$ cat config.mk
export PLATFORM = sky130hd
export DESIGN_NAME = pong_frame_scheduler
export DESIGN_NICKNAME = d
export VERILOG_FILES = /design/src/rtl/pong_frame_scheduler.sv
export SDC_FILE = /design/constraint.sdc
export NUM_CORES = 1
export LEC_CHECK = 0
export ABC_AREA = 1
export ABC_CLOCK_PERIOD_IN_PS = 2200
export CAP_MARGIN = 20
export CORE_UTILIZATION = 46
export CTS_CLUSTER_SIZE = 28
export DETAILED_ROUTE_END_ITERATION = 10
export PLACE_DENSITY = 0.89
export SYNTH_ARGS = -nofsm -noshare
export SYNTH_HDL_FRONTEND = slang
export SYNTH_SLANG_ARGS = --single-unit
$ cat constraint.sdc
create_clock -name clk -period 2.2 [get_ports clk]
set_clock_uncertainty 0.05 [all_clocks]
set_input_delay 0.44 -clock clk [delete_from_list [all_inputs] [get_ports clk]]
set_output_delay 0.44 -clock clk [all_outputs]
set_load 0.02 [all_outputs]
$ cat src/rtl/pong_frame_scheduler.sv
`default_nettype none
// ============================================================================
// Module   : pong_frame_scheduler
// Brief    : Requests new pong object positions during vertical blanking and
//            commits them to shadow registers read by the pixel renderer.
// Revision : 1.0 - initial release
// ============================================================================
module pong_frame_scheduler #(
  parameter int X_LAST      = 767,
  parameter int Y_LAST      = 511,
  parameter int VBLANK_LINE = 480,
  parameter int COMMIT_LINE = 509
) (
  input  logic       clk,
  input  logic       reset,
  input  logic [9:0] counter_x,
  input  logic [8:0] counter_y,
  input  logic       update_ack,
  input  logic [8:0] next_paddle_y,
  input  logic [9:0] next_ball_x,
  input  logic [8:0] next_ball_y,
  output logic       update_req,
  output logic [8:0] paddle_y,
  output logic [9:0] ball_x,
  output logic [8:0] ball_y,
  output logic       frame_start,
  output logic [7:0] frame_count,
  output logic       overrun,
  output logic [7:0] overrun_count
);

  localparam logic [9:0] C_X_LAST   = 10'(X_LAST);
  localparam logic [8:0] C_Y_LAST   = 9'(Y_LAST);
  localparam logic [8:0] C_WIN_LINE = 9'(VBLANK_LINE - 1);
  localparam logic [8:0] C_DL_LINE  = 9'(COMMIT_LINE);

  typedef enum logic [1:0] {
    WAIT_SYNC = 2'd0,
    DISPLAY   = 2'd1,
    REQ       = 2'd2,
    DONE      = 2'd3
  } state_t;

  state_t state;
  state_t state_next;

  logic line_end;
  logic frame_end;
  logic win_open;
  logic deadline;
  logic commit;
  logic miss;

  always_comb begin
    line_end  = (counter_x == C_X_LAST);
    frame_end = line_end && (counter_y == C_Y_LAST);
    win_open  = line_end && (counter_y == C_WIN_LINE);
    deadline  = line_end && (counter_y == C_DL_LINE);
  end

  always_comb begin
    state_next = state;
    commit     = 1'b0;
    miss       = 1'b0;
    case (state)
      WAIT_SYNC: if (frame_end) state_next = DISPLAY;
      DISPLAY:   if (win_open)  state_next = REQ;
      REQ: begin
        // An ack on the deadline edge still commits: ack has priority.
        if (update_ack) begin
          commit     = 1'b1;
          state_next = DONE;
        end else if (deadline) begin
          miss       = 1'b1;
          state_next = DONE;
        end
      end
      DONE:      if (frame_end) state_next = DISPLAY;
      default:   state_next = WAIT_SYNC;
    endcase
  end

  always_ff @(posedge clk) begin
    if (reset) begin
      state         <= WAIT_SYNC;
      update_req    <= 1'b0;
      paddle_y      <= '0;
      ball_x        <= '0;
      ball_y        <= '0;
      frame_start   <= 1'b0;
      frame_count   <= '0;
      overrun       <= 1'b0;
      overrun_count <= '0;
    end else begin
      state       <= state_next;
      update_req  <= (state_next == REQ);
      frame_start <= frame_end;
      overrun     <= miss;
      if (frame_end && (state != WAIT_SYNC)) begin
        frame_count <= frame_count + 8'd1;
      end
      if (miss && (overrun_count != 8'hFF)) begin
        overrun_count <= overrun_count + 8'd1;
      end
      if (commit) begin
        paddle_y <= next_paddle_y;
        ball_x   <= next_ball_x;
        ball_y   <= next_ball_y;
      end
    end
  end

endmodule
`default_nettype wire

==> qor.tcl <==
set qor(powerDensity_mw_per_mm2) 667
set qor(synth_largest_type_area_fraction) 0.427
set qor(grt_max_degree) 28
set qor(cts_max_path_buffers) 2
set qor(synth_to_final_area_change_pct) 50.2
set qor(worst_path_largest_cell_delay_ns) 0.64
set qor(max-cap-violations) 0
set qor(dp.cells) 494
set qor(ant_nets) 0
set qor(clk_pin_slew_ns) 0.09
set qor(finalCriticalPeriod_ns) 1.86
set qor(status) {complete, no violations}
set qor(detail_route.iter0.violations) 159
set qor(initial_antenna_violation_count) 0
set qor(synthSimpleGateAreaFrac) 0.364
set qor(seqPwrFrac) 0.451
set qor(final_hold_slack_ns) 0.423
set qor(ffs_latches_synth) 49
set qor(tightestPinTransition_ns) 0.263
set qor(ys_top_cells_by_area) {sky130_fd_sc_hd__dfxtp_1 43%, sky130_fd_sc_hd__nor2_1 14%, sky130_fd_sc_hd__nand2_1 9.3%}
set qor(route.final.wire_length_um) 5650
set qor(switchingPower_uw) 744
set qor(die_h_um) 72.7
set qor(r2r_cells) 10
set qor(top_level_ports) 97
set qor(yosys.area_share.xor_xnor) 0.00763
set qor(initial_utilization) 0.483
set qor(netlist-cell-type-count) 22
set qor(power.leakage_nw) 1.45
set qor(finalWorstSetupSlack_ns) 0.339
set qor(ctsHtreeMaxLevel) 2
set qor(number_of_global_route_vias_before_repair) 2183
set qor(max_slew_margin) 0.824
set qor(power_mw) 2.30
set qor(die_width_um) 72.7
set qor(grt_first_pass_wirelength_um) 9160
set qor(synth.net_count) 388
set qor(hold_path_depth) 2
set qor(die_area_mm2) 0.00528
set qor(finalCoreUtilization) 0.726
set qor(num-fill-cells) 412
set qor(seq_area_frac_synth) 0.427
set qor(finalCritPeriodShare) 0.846
set qor(critPathLaunchType) {flop}
set qor(io_buffers) 96
set qor(syn-instance-count) 333
set qor(fin_nets) 489
set qor(dpl.hpwl_um) 4490
set qor(worst_ep_arrival_time_ns) 1.37
set qor(timing.critical_path.cells) {clkdlybuf4s50_1}
set qor(worst_path_dominant_cell_family) {buffers and inverters}
set qor(rsz0062_at_grt) {false}
set qor(synth_mux_area_frac) 0
set qor(p_int_mw) 1.56
set qor(grt.overflow.total) 0
set qor(comb_power_share) 0.320
set qor(end_kind) {primary output}
set qor(insertion_delay_ns) 0.29
set qor(postCtsSetupRepairBufs) 0
set qor(synthesis.area_mm2) 0.00230
set qor(setup_viol_count_final) 0
set qor(tritoncts) {done}
set qor(clock-sinks) 49
set qor(dr_total_vias) 2380
set qor(cts_repair_resize_count) 0
set qor(critical_path_cell_count) 1
set qor(clockRootBuffer) {sky130_fd_sc_hd__clkbuf_8}
set qor(detailedPlace.worstSlack_ns) 0.189
set qor(cp_data_required_time_ns) 1.71
set qor(drive_gt1_frac) 0.0759
set qor(fin_cells) 502
set qor(final.setup.tns_ns) 0
set qor(design.core.area_mm2) 0.00475
set qor(via_cell_ratio) 4.74
set qor(ys_warn_count) 0
set qor(worst_hold_class) {reg -> reg}
set qor(max_slew_violation_count) 0
set qor(timing.fmax_mhz) 537
set qor(synthesized_area_fraction_occupied_by_ao_oa_aoi_and_oai_cells) 0.0916
set qor(finalInstanceArea_mm2) 0.00345
set qor(postCtsHoldBufs) 0
set qor(syn-mean-instance-area_um2) 6.89
set qor(swShare) 0.323
set qor(core.rowCount) 25
set qor(yosys.area.top_type) {sky130_fd_sc_hd__dfxtp_1}
set qor(worst_voltage_drop_across_the_vdd_grid_mv) 0.444
set qor(drc) 0
set qor(synth_area_in_adders) 0.0272
set qor(crit_path_top_delay_cell) {sky130_fd_sc_hd__clkdlybuf4s50_1}
set qor(worstPathBufferInverterCount) 1
set qor(cts_buffers) 5
set qor(avgRoutedWirePerCell_um) 11.2
set qor(power.clock.fraction) 0.229
set qor(worst-path-max-fanout) 5
set qor(hold_viol_final) 0
set qor(first_pass_iteration_count_of_the_detailed_router) 4
set qor(synth_top_family_by_area) {simple AND/OR/NAND/NOR gates}
set qor(total_routing_usage_gr) 0.219
set qor(dpl_cell_area_mm2) 0.00336
set qor(worstSetupPathType) {reg -> out}
set qor(gp_congestion) 0.916
set qor(antennaDiodeCount) 0
==> state kept, by name, indices dropped and copies added (netlist names) <==
| register | count |
|---|---|
| ball_x | 10 |
| ball_y | 9 |
| paddle_y | 9 |
| frame_count | 8 |
| overrun_count | 8 |
| state | 2 |
| frame_start | 1 |
| overrun | 1 |
| update_req | 1 |
==> power by group through the flow <==
stage	clock network [mW]	logic, mW	registers [mW]
after floorplan	0	0.292	1.16
after global placement	0	0.718	1.05
after detailed placement	0	0.738	1.06
after CTS	0.545	0.742	1.04
after global routing	0.582	0.809	1.05
final	0.528	0.736	1.04
==> cell usage after synthesis, drive strengths merged <==
master   n
nor3     5
xor2     2
nand3   20
nand4    6
clkbuf   7
o21ai   35
nand2   62
nor2    92
a21oi    7
buf      2
ha       5
dfxtp   49
inv     41
==> layer usage <==
metal | track usage | share of wire | vias up
li1 | - | - | 1241
met4 | 0.0763 | 0.014 | 0
met3 | 0.0539 | 0.037 | 8
met1 | 0.247 | 0.43 | 1083
met2 | 0.402 | 0.52 | 48
met5 | 0 | 0 | -
==> worst reg2reg max path: stages (launching register included) <==
cell and delay, ns:
sky130_fd_sc_hd__dfxtp_1 0.36, sky130_fd_sc_hd__inv_1 0.12, sky130_fd_sc_hd__ha_1 0.27, sky130_fd_sc_hd__inv_1 0.07, sky130_fd_sc_hd__nor2_2 0.21, sky130_fd_sc_hd__nand3_4 0.12
sky130_fd_sc_hd__nor2_4 0.18, sky130_fd_sc_hd__nand2_1 0.08, sky130_fd_sc_hd__nand2_1 0.07, sky130_fd_sc_hd__inv_1 0.04, sky130_fd_sc_hd__nor2_1 0.08
==> cell families (layout without fill, tap and decap cells) <==
kind of cell               after synthesis  after routing
buffers and inverters                   50            152
adders and majority gates                5              5
and+or+nand+nor                        185            185
DFF                                     49             49
xor gates and xnor gates                 2              2
AOI/OAI and AO/OA                       42             42
==> final timing paths <==
path / slack, ns / endpoint / startpoint
max reg2reg: 0.50 / overrun_count[2]$_SDFFE_PP0P_ / state[0]$_SDFF_PP0_
max: 0.34 / overrun_count[0] / overrun_count[0]$_SDFFE_PP0P_
min reg2reg: 0.42 / frame_count[7]$_SDFFE_PP0P_ / frame_count[7]$_SDFFE_PP0P_
min: 0.42 / frame_count[7]$_SDFFE_PP0P_ / frame_count[7]$_SDFFE_PP0P_
==> cell usage in the layout, fill, tap and decap left out, types with 3 or more instances in the layout <==
| cell type | synthesis | layout |
|---|---|---|
| sky130_fd_sc_hd__nor2_2 | 4 | 4 |
| sky130_fd_sc_hd__nor2_1 | 83 | 83 |
| sky130_fd_sc_hd__nor3_1 | 5 | 5 |
| sky130_fd_sc_hd__inv_2 | 3 | 3 |
| sky130_fd_sc_hd__clkdlybuf4s50_1 | 0 | 96 |
| sky130_fd_sc_hd__a21oi_1 | 7 | 7 |
| sky130_fd_sc_hd__o21ai_1 | 6 | 6 |
| sky130_fd_sc_hd__nand2_2 | 4 | 4 |
| sky130_fd_sc_hd__nor2_4 | 3 | 3 |
| sky130_fd_sc_hd__buf_4 | 0 | 7 |
| sky130_fd_sc_hd__clkbuf_8 | 0 | 5 |
| sky130_fd_sc_hd__dfxtp_1 | 49 | 49 |
| sky130_fd_sc_hd__nand4_1 | 6 | 6 |
| sky130_fd_sc_hd__ha_1 | 5 | 5 |
| sky130_fd_sc_hd__nand3_1 | 19 | 19 |
| sky130_fd_sc_hd__nand2_1 | 57 | 57 |
| sky130_fd_sc_hd__inv_1 | 38 | 38 |
| sky130_fd_sc_hd__o21ai_0 | 29 | 29 |
==> area by class of cell <==
cell class | count | area, um2 | area share
clock buffers | 5 | 68.8 | 0.0199
clock inverters | 3 | 22.5 | 0.00653
inverters | 41 | 154 | 0.0446
multi-input cells | 234 | 1130 | 0.326
flip-flops and latches | 49 | 981 | 0.284
well taps | 67 | 83.8 | 0.0243
repair buffers | 103 | 1010 | 0.294
Power figures use the tool's default switching activity.
